==> config.mk <==
export PLATFORM = sky130hd
export DESIGN_NAME = jt93cx6
export DESIGN_NICKNAME = d
export VERILOG_FILES = /design/src/rtl/jt93cx6.sv
export SDC_FILE = /design/constraint.sdc
export NUM_CORES = 2
export LEC_CHECK = 0
export CORE_ASPECT_RATIO = 0.75
export CORE_MARGIN = 5
export CORE_UTILIZATION = 55
export CTS_CLUSTER_DIAMETER = 40
export DETAILED_ROUTE_END_ITERATION = 8
export PLACE_DENSITY = 0.7
export SLEW_MARGIN = 20
export SYNTH_ARGS = -nofsm -noshare
export SYNTH_HDL_FRONTEND = slang
export SYNTH_SLANG_ARGS = --single-unit
==> constraint.sdc <==
create_clock -name clk -period 6.6 [get_ports clk]
set_clock_uncertainty 0.05 [all_clocks]
set_input_delay 1.32 -clock clk [delete_from_list [all_inputs] [get_ports clk]]
set_output_delay 1.32 -clock clk [all_outputs]
set_load 0.005 [all_outputs]
==> src/rtl/jt93cx6.sv <==
// Microwire 93Cx6 serial EEPROM model: word/all programming with a busy period,
// sequential read and a same-clock dump port. The serial output is do_o because `do` is a keyword.
module jt93cx6 #(
  parameter int AW     = 6,
  parameter int DW     = 16,
  parameter int WR_CYC = 1024,
  parameter int SEQ_RD = 1
) (
  input  logic          clk,
  input  logic          rst,
  input  logic          cs,
  input  logic          sk,
  input  logic          di,
  output logic          do_o,
  output logic          rdy,
  input  logic [AW-1:0] dump_addr,
  input  logic          dump_we,
  input  logic [DW-1:0] dump_din,
  output logic [DW-1:0] dump_dout,
  input  logic          dump_clr,
  output logic          dump_flag
);

  localparam int CMDW = AW + 2;
  localparam int CW   = $clog2((CMDW > DW) ? CMDW : DW) + 1;
  localparam int BW   = $clog2(WR_CYC + 1);
  localparam logic [CW-1:0] CMD_LAST  = CW'(CMDW - 1);
  localparam logic [CW-1:0] DATA_LAST = CW'(DW - 1);
  localparam logic [BW-1:0] BUSY_LOAD = BW'(WR_CYC);
  localparam logic [BW-1:0] BUSY_ONE  = BW'(1);

  typedef enum logic [2:0] {IDLE, CMD, READ, WDATA, BUSY} state_t;

  // NOTE: the storage array is never reset; it powers up erased (all ones) like the real part.
  logic [DW-1:0] mem_q [2**AW] = '{default: '1};

  state_t          state_q, state_d;
  logic            sk_l_q;
  logic [CW-1:0]   cnt_q, cnt_d;
  logic [CMDW-2:0] cmd_q, cmd_d;
  logic [CMDW-1:0] cmd_word;
  logic [AW-1:0]   addr_q, addr_d;
  logic [DW-1:0]   sh_q, sh_d;
  logic            rd_do_q, rd_do_d;
  logic            rd_done_q, rd_done_d;
  logic            load_q, load_d;
  logic            ewen_q, ewen_d;
  logic            all_q, all_d;
  logic            hold_q, hold_d;
  logic            fill_q, fill_d;
  logic [AW-1:0]   fill_addr_q, fill_addr_d;
  logic [BW-1:0]   bcnt_q, bcnt_d;
  logic            flag_q, flag_d;

  logic            sk_rise;
  logic            fill_last;
  logic            mem_we;
  logic [AW-1:0]   mem_wa;
  logic [DW-1:0]   mem_wd;

  assign sk_rise   = sk & ~sk_l_q;
  assign fill_last = (fill_addr_q == '1);
  assign cmd_word  = {cmd_q, di};

  always_comb begin
    // NOTE: every next-state value starts from its current value, so no path can infer a latch.
    state_d     = state_q;
    cnt_d       = cnt_q;
    cmd_d       = cmd_q;
    addr_d      = addr_q;
    sh_d        = sh_q;
    rd_do_d     = rd_do_q;
    rd_done_d   = rd_done_q;
    load_d      = 1'b0;
    ewen_d      = ewen_q;
    all_d       = all_q;
    hold_d      = hold_q;
    fill_d      = fill_q;
    fill_addr_d = fill_addr_q;
    bcnt_d      = bcnt_q;
    mem_we      = 1'b0;
    mem_wa      = addr_q;
    mem_wd      = sh_q;

    if (load_q) sh_d = mem_q[addr_q];
    if (!cs)    hold_d = 1'b0;

    case (state_q)
      IDLE: begin
        if (cs && !hold_q && sk_rise && di) begin
          state_d = CMD;
          cnt_d   = '0;
        end
      end

      CMD: begin
        if (!cs) begin
          state_d = IDLE;
        end else if (sk_rise) begin
          cmd_d = cmd_word[CMDW-2:0];
          cnt_d = cnt_q + 1'b1;
          if (cnt_q == CMD_LAST) begin
            cnt_d   = '0;
            addr_d  = cmd_word[AW-1:0];
            state_d = IDLE;
            hold_d  = 1'b1;
            case (cmd_word[CMDW-1:CMDW-2])
              2'b10: begin
                state_d   = READ;
                hold_d    = 1'b0;
                rd_do_d   = 1'b0;
                rd_done_d = 1'b0;
                load_d    = 1'b1;
              end
              2'b01: if (ewen_q) begin
                state_d = WDATA;
                all_d   = 1'b0;
                hold_d  = 1'b0;
              end
              2'b11: if (ewen_q) begin
                mem_we  = 1'b1;
                mem_wa  = cmd_word[AW-1:0];
                mem_wd  = '1;
                state_d = BUSY;
                bcnt_d  = BUSY_LOAD;
                fill_d  = 1'b0;
                hold_d  = 1'b0;
              end
              default: begin
                case (cmd_word[AW-1:AW-2])
                  2'b11: ewen_d = 1'b1;
                  2'b00: ewen_d = 1'b0;
                  2'b10: if (ewen_q) begin
                    state_d     = BUSY;
                    bcnt_d      = BUSY_LOAD;
                    fill_d      = 1'b1;
                    fill_addr_d = '0;
                    sh_d        = '1;
                    hold_d      = 1'b0;
                  end
                  default: if (ewen_q) begin
                    state_d = WDATA;
                    all_d   = 1'b1;
                    hold_d  = 1'b0;
                  end
                endcase
              end
            endcase
          end
        end
      end

      READ: begin
        if (!cs) begin
          state_d = IDLE;
        end else if (sk_rise) begin
          if (rd_done_q) begin
            rd_do_d = 1'b1;
          end else begin
            rd_do_d = sh_q[DW-1];
            sh_d    = {sh_q[DW-2:0], 1'b1};
            cnt_d   = cnt_q + 1'b1;
            if (cnt_q == DATA_LAST) begin
              cnt_d = '0;
              if (SEQ_RD != 0) begin
                addr_d = addr_q + 1'b1;
                load_d = 1'b1;
              end else begin
                rd_done_d = 1'b1;
              end
            end
          end
        end
      end

      WDATA: begin
        if (!cs) begin
          state_d = IDLE;
        end else if (sk_rise) begin
          sh_d  = {sh_q[DW-2:0], di};
          cnt_d = cnt_q + 1'b1;
          if (cnt_q == DATA_LAST) begin
            cnt_d   = '0;
            state_d = BUSY;
            bcnt_d  = BUSY_LOAD;
            if (all_q) begin
              fill_d      = 1'b1;
              fill_addr_d = '0;
            end else begin
              fill_d = 1'b0;
              mem_we = 1'b1;
              mem_wa = addr_q;
              mem_wd = sh_d;
            end
          end
        end
      end

      BUSY: begin
        // Bulk fill writes one word per clk from sh_q while the busy timer runs.
        if (fill_q) begin
          mem_we      = 1'b1;
          mem_wa      = fill_addr_q;
          fill_addr_d = fill_addr_q + 1'b1;
          if (fill_last) fill_d = 1'b0;
        end
        if (bcnt_q <= BUSY_ONE && (!fill_q || fill_last)) begin
          state_d = IDLE;
        end else if (bcnt_q > BUSY_ONE) begin
          bcnt_d = bcnt_q - 1'b1;
        end
      end

      default: state_d = IDLE;
    endcase

    flag_d = flag_q | mem_we;
    if (dump_clr) flag_d = 1'b0;
  end

  // NOTE: sequential state uses non-blocking assignments so every register samples pre-edge values.
  always_ff @(posedge clk or posedge rst) begin
    if (rst) begin
      state_q     <= IDLE;
      sk_l_q      <= 1'b0;
      cnt_q       <= '0;
      cmd_q       <= '0;
      addr_q      <= '0;
      sh_q        <= '0;
      rd_do_q     <= 1'b1;
      rd_done_q   <= 1'b0;
      load_q      <= 1'b0;
      ewen_q      <= 1'b0;
      all_q       <= 1'b0;
      hold_q      <= 1'b0;
      fill_q      <= 1'b0;
      fill_addr_q <= '0;
      bcnt_q      <= '0;
      flag_q      <= 1'b0;
    end else begin
      state_q     <= state_d;
      sk_l_q      <= sk;
      cnt_q       <= cnt_d;
      cmd_q       <= cmd_d;
      addr_q      <= addr_d;
      sh_q        <= sh_d;
      rd_do_q     <= rd_do_d;
      rd_done_q   <= rd_done_d;
      load_q      <= load_d;
      ewen_q      <= ewen_d;
      all_q       <= all_d;
      hold_q      <= hold_d;
      fill_q      <= fill_d;
      fill_addr_q <= fill_addr_d;
      bcnt_q      <= bcnt_d;
      flag_q      <= flag_d;
    end
  end

  // The internal write is issued last so it wins a same-address collision with the dump port.
  always_ff @(posedge clk) begin
    if (dump_we) mem_q[dump_addr] <= dump_din;
    if (mem_we)  mem_q[mem_wa]    <= mem_wd;
    dump_dout <= mem_q[dump_addr];
  end

  assign rdy       = (state_q != BUSY);
  assign dump_flag = flag_q;

  always_comb begin
    do_o = 1'b1;
    if (state_q == BUSY)      do_o = ~cs;
    else if (state_q == READ) do_o = rd_do_q;
  end

endmodule

==> metrics.cfg <==
[sta]
setup_repair_after_global_routing_missed_its_margin=false
relSlewSlack=0.142
min_period_ps=5040
tightestPinTransition_ps=1270
finalSetupViolations=0
slew_viol_final=0
fin_tns_setup_ps=0
final_min_period_over_clock_period=0.763
fmax_mhz=199
hold_viol=0

[cells_and_area]
nets=4507
final_cell_area_um2=72900
fillerInstances=8957
final_layout_size_suffix_gt1_frac=0.472
mostFrequentLayoutCells=sky130_fd_sc_hd__mux2_2 (1,117), sky130_fd_sc_hd__edfxtp_1 (1,024), sky130_fd_sc_hd__mux4_2 (352)
layout.cells.most_common=sky130_fd_sc_hd__mux2_2
area.growth.synth_to_final_pct=11.6

[floorplanning]
design.core.area_um2=118000
ioPinCount=48
die-height_um=308
initial_utilization=0.554
placement_rows=109
die-width_um=408
die_area_um2=126000

[cts]
cts_tree=done
clk_path_buf_depth=3
root_buffer=sky130_fd_sc_hd__clkbuf_16
cts-htree-levels=4
cts.sink_count=1102
cts.repair.resized=0
cts_setup_buffers=0
worst_skew_pair.late_latency_ps=820
clk_pin_slew_ps=60
holdBufCountCts=0
total_clock_buffers_created_by_cts=146

[global_route]
global_route.overflow_total=0
global_route_wire_length_before_repair_mm=380
grt.total_usage=0.437
grt_antenna_before_repair=29
grt_pass1_vias=44700
grt_start_max_net_pins=93

[detailed_routing]
drt_wl_total_mm=281
first_iter_violations=9799
avgViaCountPerCell=7.93
drt_first_pass_iters=9
antenna_left=0
num_vias=48900
remaining_drc_errors=43
post_drt_wl_per_cell_um=45.6

[yosys]
netlist_area_um2=65300
postSynth.topFlopCell=sky130_fd_sc_hd__edfxtp_1
synth.lib_cells_used.distinct=83
synth-edff-count=1024
syn_nets=4610
yosysSeqAreaShare=0.499
syn_inst=4567
postSynth.asyncResetShare=0.0563
syn-mean-instance-area_um2=14.3
count_of_synthesis_stage_warnings_from_yosys=0
postSynthRegisterBits=1102

[setup_path]
worstPathBufferInverterCount=3
worst_setup_path_start_kind=input port
critical_path_peak_fanout=67
arrival_time_of_the_worst_setup_path_ps=5660
crit_path_max_incr_delay_ps=850
slowest_stage=sky130_fd_sc_hd__nor2_1
cp_top_family=simple AND/OR/NAND/NOR gates
crit_path_end_kind=register
critPathRequiredTime_ps=7220
worst-setup-path-type=in -> reg
cp_cell_sequence=buf_8, buf_4, nand2_1, nor2_1, buf_4, a21oi_1, o211ai_1, nand4_1, nand4_1

[placed_design]
hpwl_mm=184
numPortBuffers=47
finalWeightedCongestion=1.10
placement.cell_area_um2=67800

[hold_path]
hold_path_class=reg -> reg

[run]
max_cap_viol_count=0

[run_status]
violations_in_the_final_reports=design-rule violations
status=complete, but fails checks

[power]
vdd.ir_drop.worst_mv=0.263
power_per_cell_area_nw_per_um2=244
p_leak_uw=0.0240

-- worst register-to-register path, delay by kind of cell, from the launching register on --
family / cells / cell delay, ps
compound gates: 1 / 170
buf+inv: 2 / 660
flops: 1 / 720
simple gates: 5 / 2400
mux: 1 / 240
-- logic make-up (layout without fill, tap and decap cells) --
group           Yosys count  in the layout  synth area share
compound gates          721            721            0.0771
other cells               0             21                 0
buf+inv                 584            604            0.0394
mux                    1639           1639             0.340
flops                  1102           1102             0.499
simple gates            502            502            0.0408
fa+ha+maj                14             14           0.00268
xor+xnor                  5              5          0.000670
-- report_power, final --
part	internal (µW)	switching, µW	total (µW)
combinational	584	1160	1740
clock	4850	3420	8270
sequential	7720	65.0	7780
-- worst paths after layout --
check                                      startpoint                    endpoint  slack (ps)  cells after the start
max reg2reg                    state_q[0]$_DFFE_PP0P_      mem_q[51][5]$_DFFE_PP_        2000                      9
max                                      dump_addr[1]        dump_dout[5]$_DFF_P_        1560                      9
min reg2reg                fill_addr_q[5]$_DFFE_PP0P_  fill_addr_q[5]$_DFFE_PP0P_         470                      1
min                        fill_addr_q[5]$_DFFE_PP0P_  fill_addr_q[5]$_DFFE_PP0P_         470                      1
min in group asynchronous                         rst       bcnt_q[3]$_DFFE_PP0P_        1030                      3
max in group asynchronous                         rst       addr_q[0]$_DFFE_PP0P_        4830                      3
-- cells in the mapped netlist (all sizes together) (61+ instances only) --
library cell | count | area, µm²
mux2i | 168 | 1690
mux2 | 1119 | 12600
o21ai | 113 | 569
dfrtp | 61 | 1530
a221oi | 121 | 1060
o22ai | 97 | 607
nand2 | 132 | 543
edfxtp | 1024 | 30700
mux4 | 352 | 7930
buf | 240 | 1280
clkbuf | 327 | 1230
nor2 | 152 | 581
a21oi | 111 | 559
a22oi | 89 | 668
-- per-layer routing --
layer | routed length, µm | global-route usage
met1 | 102000 | 0.585
met2 | 108000 | 0.565
met5 | 579 | 0.0270
met3 | 53600 | 0.251
met4 | 16800 | 0.205
-- state kept, by name, indices dropped and copies added, names as in the netlist --
| name | cells |
|---|---|
| addr_q | 6 |
| all_q | 1 |
| bcnt_q | 11 |
| cmd_q | 7 |
| cnt_q | 5 |
| dump_dout | 16 |
| dump_flag | 1 |
| ewen_q | 1 |
| fill_addr_q | 6 |
| fill_q | 1 |
| hold_q | 1 |
| load_q | 1 |
| mem_q | 1024 |
| rd_do_q | 1 |
| sh_q | 16 |
| sk_l_q | 1 |
| state_q | 3 |
-- layout make-up --
class                      count  area (µm²)  area share
sequential                  1102       32600       0.448
inverter                      17        66.3    0.000909
multi-input combinational   2881       30600       0.420
clock buffer                 169        3900      0.0535
tap                         1554        1940      0.0267
timing repair buffer         316        2670      0.0366
antenna                       21        52.6    0.000721
clock inverter               102        1060      0.0145
-- per-stage QoR --
stage               utilization  worst slack [ps]  power, µW  hold WS, ps  instances
finish                    0.619              1560      17800          467       6162
global route              0.618              1790      18100          503       6143
CTS                       0.618              1640      17600          463       6139
detailed placement        0.576               805       9550          455       5868
global placement          0.575               873       9520          449       5867
floorplan                     -              1790       8800          418       4567
Power figures use the tool's default switching activity.
